[src/rtl/common_pkg.sv]
// Shared types and constants for the UART receive path.
package common_pkg;

    localparam int UART_DATA_BITS            = 8;
    localparam int UART_CLKS_PER_BIT_DEFAULT = 868;  // 100 MHz / 115200 baud

    typedef enum logic [2:0] {
        IDLE,
        START,
        DATA,
        PARITY,
        STOP,
        BREAK
    } uart_rx_state_t;

endpackage

[src/rtl/sync_2ff.sv]
// Generic two-flop synchroniser for asynchronous inputs, with a configurable reset value.
module sync_2ff #(
    parameter int               WIDTH     = 1,
    parameter logic [WIDTH-1:0] RESET_VAL = '0
) (
    input  logic             sys_clk,
    input  logic             rst,
    input  logic [WIDTH-1:0] d,
    output logic [WIDTH-1:0] q
);

    logic [WIDTH-1:0] meta;

    always_ff @(posedge sys_clk) begin
        if (rst) begin
            meta <= RESET_VAL;
            q    <= RESET_VAL;
        end else begin
            meta <= d;
            q    <= meta;
        end
    end

endmodule

[src/rtl/uart_rx_byte.sv]
// UART serial-to-byte receiver: 8 data bits LSB first, mid-bit sampling, stop check.
// Define UART_RX_PARITY_EN to add a parity bit (even, or odd when PARITY_ODD = 1).
module uart_rx_byte
    import common_pkg::*;
#(
    parameter int CLKS_PER_BIT = UART_CLKS_PER_BIT_DEFAULT,
    parameter int PARITY_ODD   = 0
) (
    input  logic       sys_clk,
    input  logic       rst,
    input  logic       rx_serial,
    output logic [7:0] byte_data,
    output logic       byte_valid,
    output logic       frame_error,
    output logic       parity_error
);

    localparam int CNT_W = $clog2(CLKS_PER_BIT);
    localparam int IDX_W = $clog2(UART_DATA_BITS);

    localparam logic [CNT_W-1:0] HALF_LAST = CNT_W'(CLKS_PER_BIT / 2 - 1);
    localparam logic [CNT_W-1:0] BIT_LAST  = CNT_W'(CLKS_PER_BIT - 1);
    localparam logic [IDX_W-1:0] IDX_LAST  = IDX_W'(UART_DATA_BITS - 1);

    logic rx_s;

    uart_rx_state_t            state_q, state_d;
    logic [CNT_W-1:0]          cnt_q, cnt_d;
    logic [IDX_W-1:0]          idx_q, idx_d;
    logic [UART_DATA_BITS-1:0] shift_q, shift_d;
    logic                      par_bad_q, par_bad_d;
    logic [UART_DATA_BITS-1:0] data_q, data_d;
    logic                      valid_q, valid_d;
    logic                      ferr_q, ferr_d;
    logic                      perr_q, perr_d;
    logic                      bit_tick;

    sync_2ff #(
        .WIDTH     (1),
        .RESET_VAL (1'b1)
    ) u_sync (
        .sys_clk (sys_clk),
        .rst     (rst),
        .d       (rx_serial),
        .q       (rx_s)
    );

`ifdef UART_RX_PARITY_EN
    localparam logic PARITY_INV = (PARITY_ODD != 0);
`else
    logic unused_parity_odd;
    assign unused_parity_odd = (PARITY_ODD != 0);
`endif

    assign bit_tick = (cnt_q == BIT_LAST);

    always_comb begin
        // NOTE: every signal written here gets a default first, so no path can infer a latch.
        state_d   = state_q;
        cnt_d     = cnt_q;
        idx_d     = idx_q;
        shift_d   = shift_q;
        par_bad_d = par_bad_q;
        data_d    = data_q;
        valid_d   = 1'b0;
        ferr_d    = 1'b0;
        perr_d    = 1'b0;

        case (state_q)
            IDLE: begin
                cnt_d = '0;
                if (!rx_s) begin
                    state_d = START;
                end
            end

            START: begin
                if (cnt_q == HALF_LAST) begin
                    cnt_d     = '0;
                    idx_d     = '0;
                    par_bad_d = 1'b0;
                    state_d   = rx_s ? IDLE : DATA;
                end else begin
                    cnt_d = cnt_q + CNT_W'(1);
                end
            end

            DATA: begin
                if (bit_tick) begin
                    cnt_d          = '0;
                    shift_d[idx_q] = rx_s;
                    idx_d          = idx_q + IDX_W'(1);
                    if (idx_q == IDX_LAST) begin
`ifdef UART_RX_PARITY_EN
                        state_d = PARITY;
`else
                        state_d = STOP;
`endif
                    end
                end else begin
                    cnt_d = cnt_q + CNT_W'(1);
                end
            end

`ifdef UART_RX_PARITY_EN
            PARITY: begin
                if (bit_tick) begin
                    cnt_d     = '0;
                    par_bad_d = rx_s ^ (^shift_q) ^ PARITY_INV;
                    state_d   = STOP;
                end else begin
                    cnt_d = cnt_q + CNT_W'(1);
                end
            end
`endif

            STOP: begin
                if (bit_tick) begin
                    cnt_d = '0;
                    if (!rx_s) begin
                        // A framing error takes precedence over any parity mismatch.
                        ferr_d  = 1'b1;
                        state_d = BREAK;
                    end else if (par_bad_q) begin
                        perr_d  = 1'b1;
                        state_d = IDLE;
                    end else begin
                        valid_d = 1'b1;
                        data_d  = shift_q;
                        state_d = IDLE;
                    end
                end else begin
                    cnt_d = cnt_q + CNT_W'(1);
                end
            end

            BREAK: begin
                if (rx_s) begin
                    state_d = IDLE;
                end
            end

            default: state_d = IDLE;
        endcase
    end

    always_ff @(posedge sys_clk) begin
        // NOTE: sequential state uses non-blocking assignments; the comb block above uses blocking.
        if (rst) begin
            state_q   <= IDLE;
            cnt_q     <= '0;
            idx_q     <= '0;
            shift_q   <= '0;
            par_bad_q <= 1'b0;
            data_q    <= '0;
            valid_q   <= 1'b0;
            ferr_q    <= 1'b0;
            perr_q    <= 1'b0;
        end else begin
            state_q   <= state_d;
            cnt_q     <= cnt_d;
            idx_q     <= idx_d;
            shift_q   <= shift_d;
            par_bad_q <= par_bad_d;
            data_q    <= data_d;
            valid_q   <= valid_d;
            ferr_q    <= ferr_d;
            perr_q    <= perr_d;
        end
    end

    assign byte_data    = data_q;
    assign byte_valid   = valid_q;
    assign frame_error  = ferr_q;
    assign parity_error = perr_q;

endmodule

[config.mk]
export PLATFORM = sky130hd
export DESIGN_NAME = uart_rx_byte
export DESIGN_NICKNAME = d
export VERILOG_FILES = /design/src/rtl/common_pkg.sv /design/src/rtl/sync_2ff.sv /design/src/rtl/uart_rx_byte.sv
export SDC_FILE = /design/constraint.sdc
export NUM_CORES = 1
export LEC_CHECK = 0
export ABC_AREA = 1
export ABC_CLOCK_PERIOD_IN_PS = 2500
export CAP_MARGIN = 20
export CORE_MARGIN = 2
export CORE_UTILIZATION = 35
export CTS_BUF_LIST = sky130_fd_sc_hd__clkbuf_2 sky130_fd_sc_hd__clkbuf_4 sky130_fd_sc_hd__clkbuf_8
export CTS_CLUSTER_DIAMETER = 50
export DETAILED_ROUTE_END_ITERATION = 7
export GPL_TIMING_DRIVEN = 1
export PLACE_DENSITY = 0.53
export RECOVER_POWER = 25
export SLEW_MARGIN = 20
export SYNTH_ARGS = -nofsm -noshare
export SYNTH_HDL_FRONTEND = slang
export SYNTH_HIERARCHICAL = 1
export SYNTH_SLANG_ARGS = --single-unit
[constraint.sdc]
create_clock -name sys_clk -period 2.5 [get_ports sys_clk]
set_clock_uncertainty 0.2 [all_clocks]
set_input_delay 0.5 -clock sys_clk [delete_from_list [all_inputs] [get_ports sys_clk]]
set_output_delay 0.5 -clock sys_clk [all_outputs]
set_load 0.01 [all_outputs]
==> metrics <==
status=completed; Max FO, Critical Path=8; slowest stage cell, crit path=dfxtp_1; CTS resizes=0; initial antenna violation count=0; fin crit period=1.89 ns; setup TNS after final layout=0 ns; ANT nets after route=0; library cells used by synthesis=30; most frequent cells in the layout=66 x nand2_1, 49 x inv_1, 42 x nor2_1; fraction of layout instances using a drive strength above 1=7.38%; met3 WL post-DR=~100 um; period utilization=75.5%; Post-Synthesis Cells=282; uppermost layer routed=met4; gr usage total=13.2%; Nets=305; chip height=78.0 um; WL/cell=10.3 um; via count=1646; DRT Pass-1 Iters=6; Fill cells=~590; Clock Latency Late Sink=0.28 ns; HPWL after detailed placement=2730 um; Die W=78.0 um; number of global-route vias before repair=roughly 1400; CP Launch Type=flip-flop; Worst path top cell family by delay=simple AND/OR/NAND/NOR gates; 1st-iter DRT viols=86; Seq cells post-synth=36; clk buf depth=2; Placer Congestion=0.788; CTS tree=done; first-pass GRT wire length=approximately 6500 um; class of the worst hold path=flip-flop to flip-flop; fin. max-slew vios=0; num rows=26; Synth area leader=dfxtp_1; final hold violation count=0; Synth Area per Inst=6.80 um2; PortBufs=12; Synth-to-Final Area Change=13.6%; drc violations=0; Power Dens Cells=632 nW/um2; Critical Path RT=2.52 ns; grt ovf=0; Placeable Area=5200 um2; Buffers & Inverters on Critical Path=0; Metal-1 WL=2050 um; largest net degree at the start of global routing=26; Starting Density=36.9%; RSZ-0062 raised after global routing=no; CTS Hold Bufs=0; Worst Path Arrival=1.91 ns; Ys Warns=6; Setup-failing EPs final=0; maxcap violations=0; Yosys top cell area share=37.6%; # H-tree levels=2; DIE AREA=around 6000 um2; boundary pin count=14; Leakage=1.03 nW; Synth Net Count=290; Max VDD drop=0.307 mV; most common cell after layout, fill and taps aside=nand2_1; Sink Count=36; sequential fraction of the synthesis area=37.6%; critical path's largest stage delay=0.41 ns; ranking of synthesized cells by area=dfxtp_1 38%, nand2_1 13%, inv_1 9.6%; routed vias/inst=4.47; final WL=3800 um; Placement Cell Area=2100 um2; CTS Buf Count=5; # diodes=0; Worst setup EP type=flip-flop; achievable frequency=530 MHz; CP cell instances=ha_1 -> nand3_1 -> nor2_1 -> nand4_1 -> nand2_1 -> nand2_1 -> nor2_1; Root Driver=clkbuf_8; Clock transition at path regs=0.08 ns; crit path kind=flip-flop to flip-flop; met2 wire len=1610 um; postcts setup bufs=0; Mapped Area=1920 um2; post-route cell area=2180 um2
## kinds of logic (layout without fill, tap and decap cells)
group           after synthesis  count (layout)  synth area share, %
compound gates               38              38                 10.8
xor+xnor                      2               2                0.913
fa+ha+maj                     5               5                 3.26
buf+inv                      57              73                 12.2
flops                        36              36                 37.6
other cells                   1               1                0.196
simple gates                143             143                 35.0
## cell usage after synthesis
library cell,n
o211ai_1,1
a21oi_2,1
nor3_2,1
nand2_1,64
nand3_1,12
nand2_4,1
o21ai_0,17
nand3_4,1
nand3b_4,1
nor4_1,2
clkbuf_1,2
buf_2,1
nand3_2,2
a22oi_1,2
nand4_1,10
buf_6,1
a21oi_1,15
conb_1,1
nor2_1,41
ha_1,5
o21ai_2,1
nor2_4,3
xor2_1,2
nand2_2,4
inv_1,49
clkinv_1,1
nor3_1,1
dfxtp_1,36
buf_4,3
a21o_1,1
## power breakdown
part | internal [mW] | switching [mW] | total, mW
clock | 0.247 | 0.201 | 0.447
sequential | 0.599 | 0.0316 | 0.631
combinational | 0.0891 | 0.209 | 0.298
total | 0.935 | 0.441 | 1.38
## sequential cells by signal, summed over array words and instances (netlist names)
register and cells:
byte_data 8, frame_error 1, shift_q 8, u_sync/meta 1, idx_q 3, u_sync/q 1, byte_valid 1, cnt_q 10
state_q 3
## worst min-delay path, stage by stage, from the launching register on
cell and delay (ns):
dfxtp_1 0.31, inv_1 0.03, nand2_1 0.04
## per-layer routing
metal | global-route usage (%) | vias to the layer above
li1 | - | 906
met1 | 18.2 | 719
met2 | 20.1 | 17
met3 | 3.10 | 4
met4 | 5.26 | 0
met5 | 0 | -
## cell type report
type	instances	area, um2	area share, %
Inverter	50	188	8.62
Clock buffer	8	97.6	4.48
Sequential cell	36	721	33.1
Tap cell	70	87.6	4.02
Multi-Input combinational cell	189	946	43.4
Timing Repair Buffer	15	139	6.38
## through the flow
step / instances / worst slack (ns) / utilization, % / hold slack (ns) / power [mW]
2_1_floorplan: 282 / 0.868 / - / 0.180 / 0.896
3_3_place_gp: 360 / 0.728 / 40.4 / 0.201 / 0.964
3_5_place_dp: 360 / 0.675 / 40.4 / 0.207 / 0.963
4_1_cts: 368 / 0.631 / 42.3 / 0.227 / 1.41
5_1_grt: 368 / 0.366 / 41.9 / 0.240 / 1.47
6_report: 368 / 0.614 / 41.9 / 0.216 / 1.38
## final timing paths
kind	end	slack, ns	cells after the start	start
setup reg to reg	shift_q[6]$_SDFFE_PP0P_	0.61	7	cnt_q[0]$_SDFFE_PP0P_
hold reg to reg	u_sync/q$_SDFF_PP1_	0.22	2	u_sync/meta$_SDFF_PP1_
hold / removal	u_sync/q$_SDFF_PP1_	0.22	2	u_sync/meta$_SDFF_PP1_
setup / recovery	shift_q[6]$_SDFFE_PP0P_	0.61	7	cnt_q[0]$_SDFFE_PP0P_
Note: power is estimated with default switching activity, not from simulation.
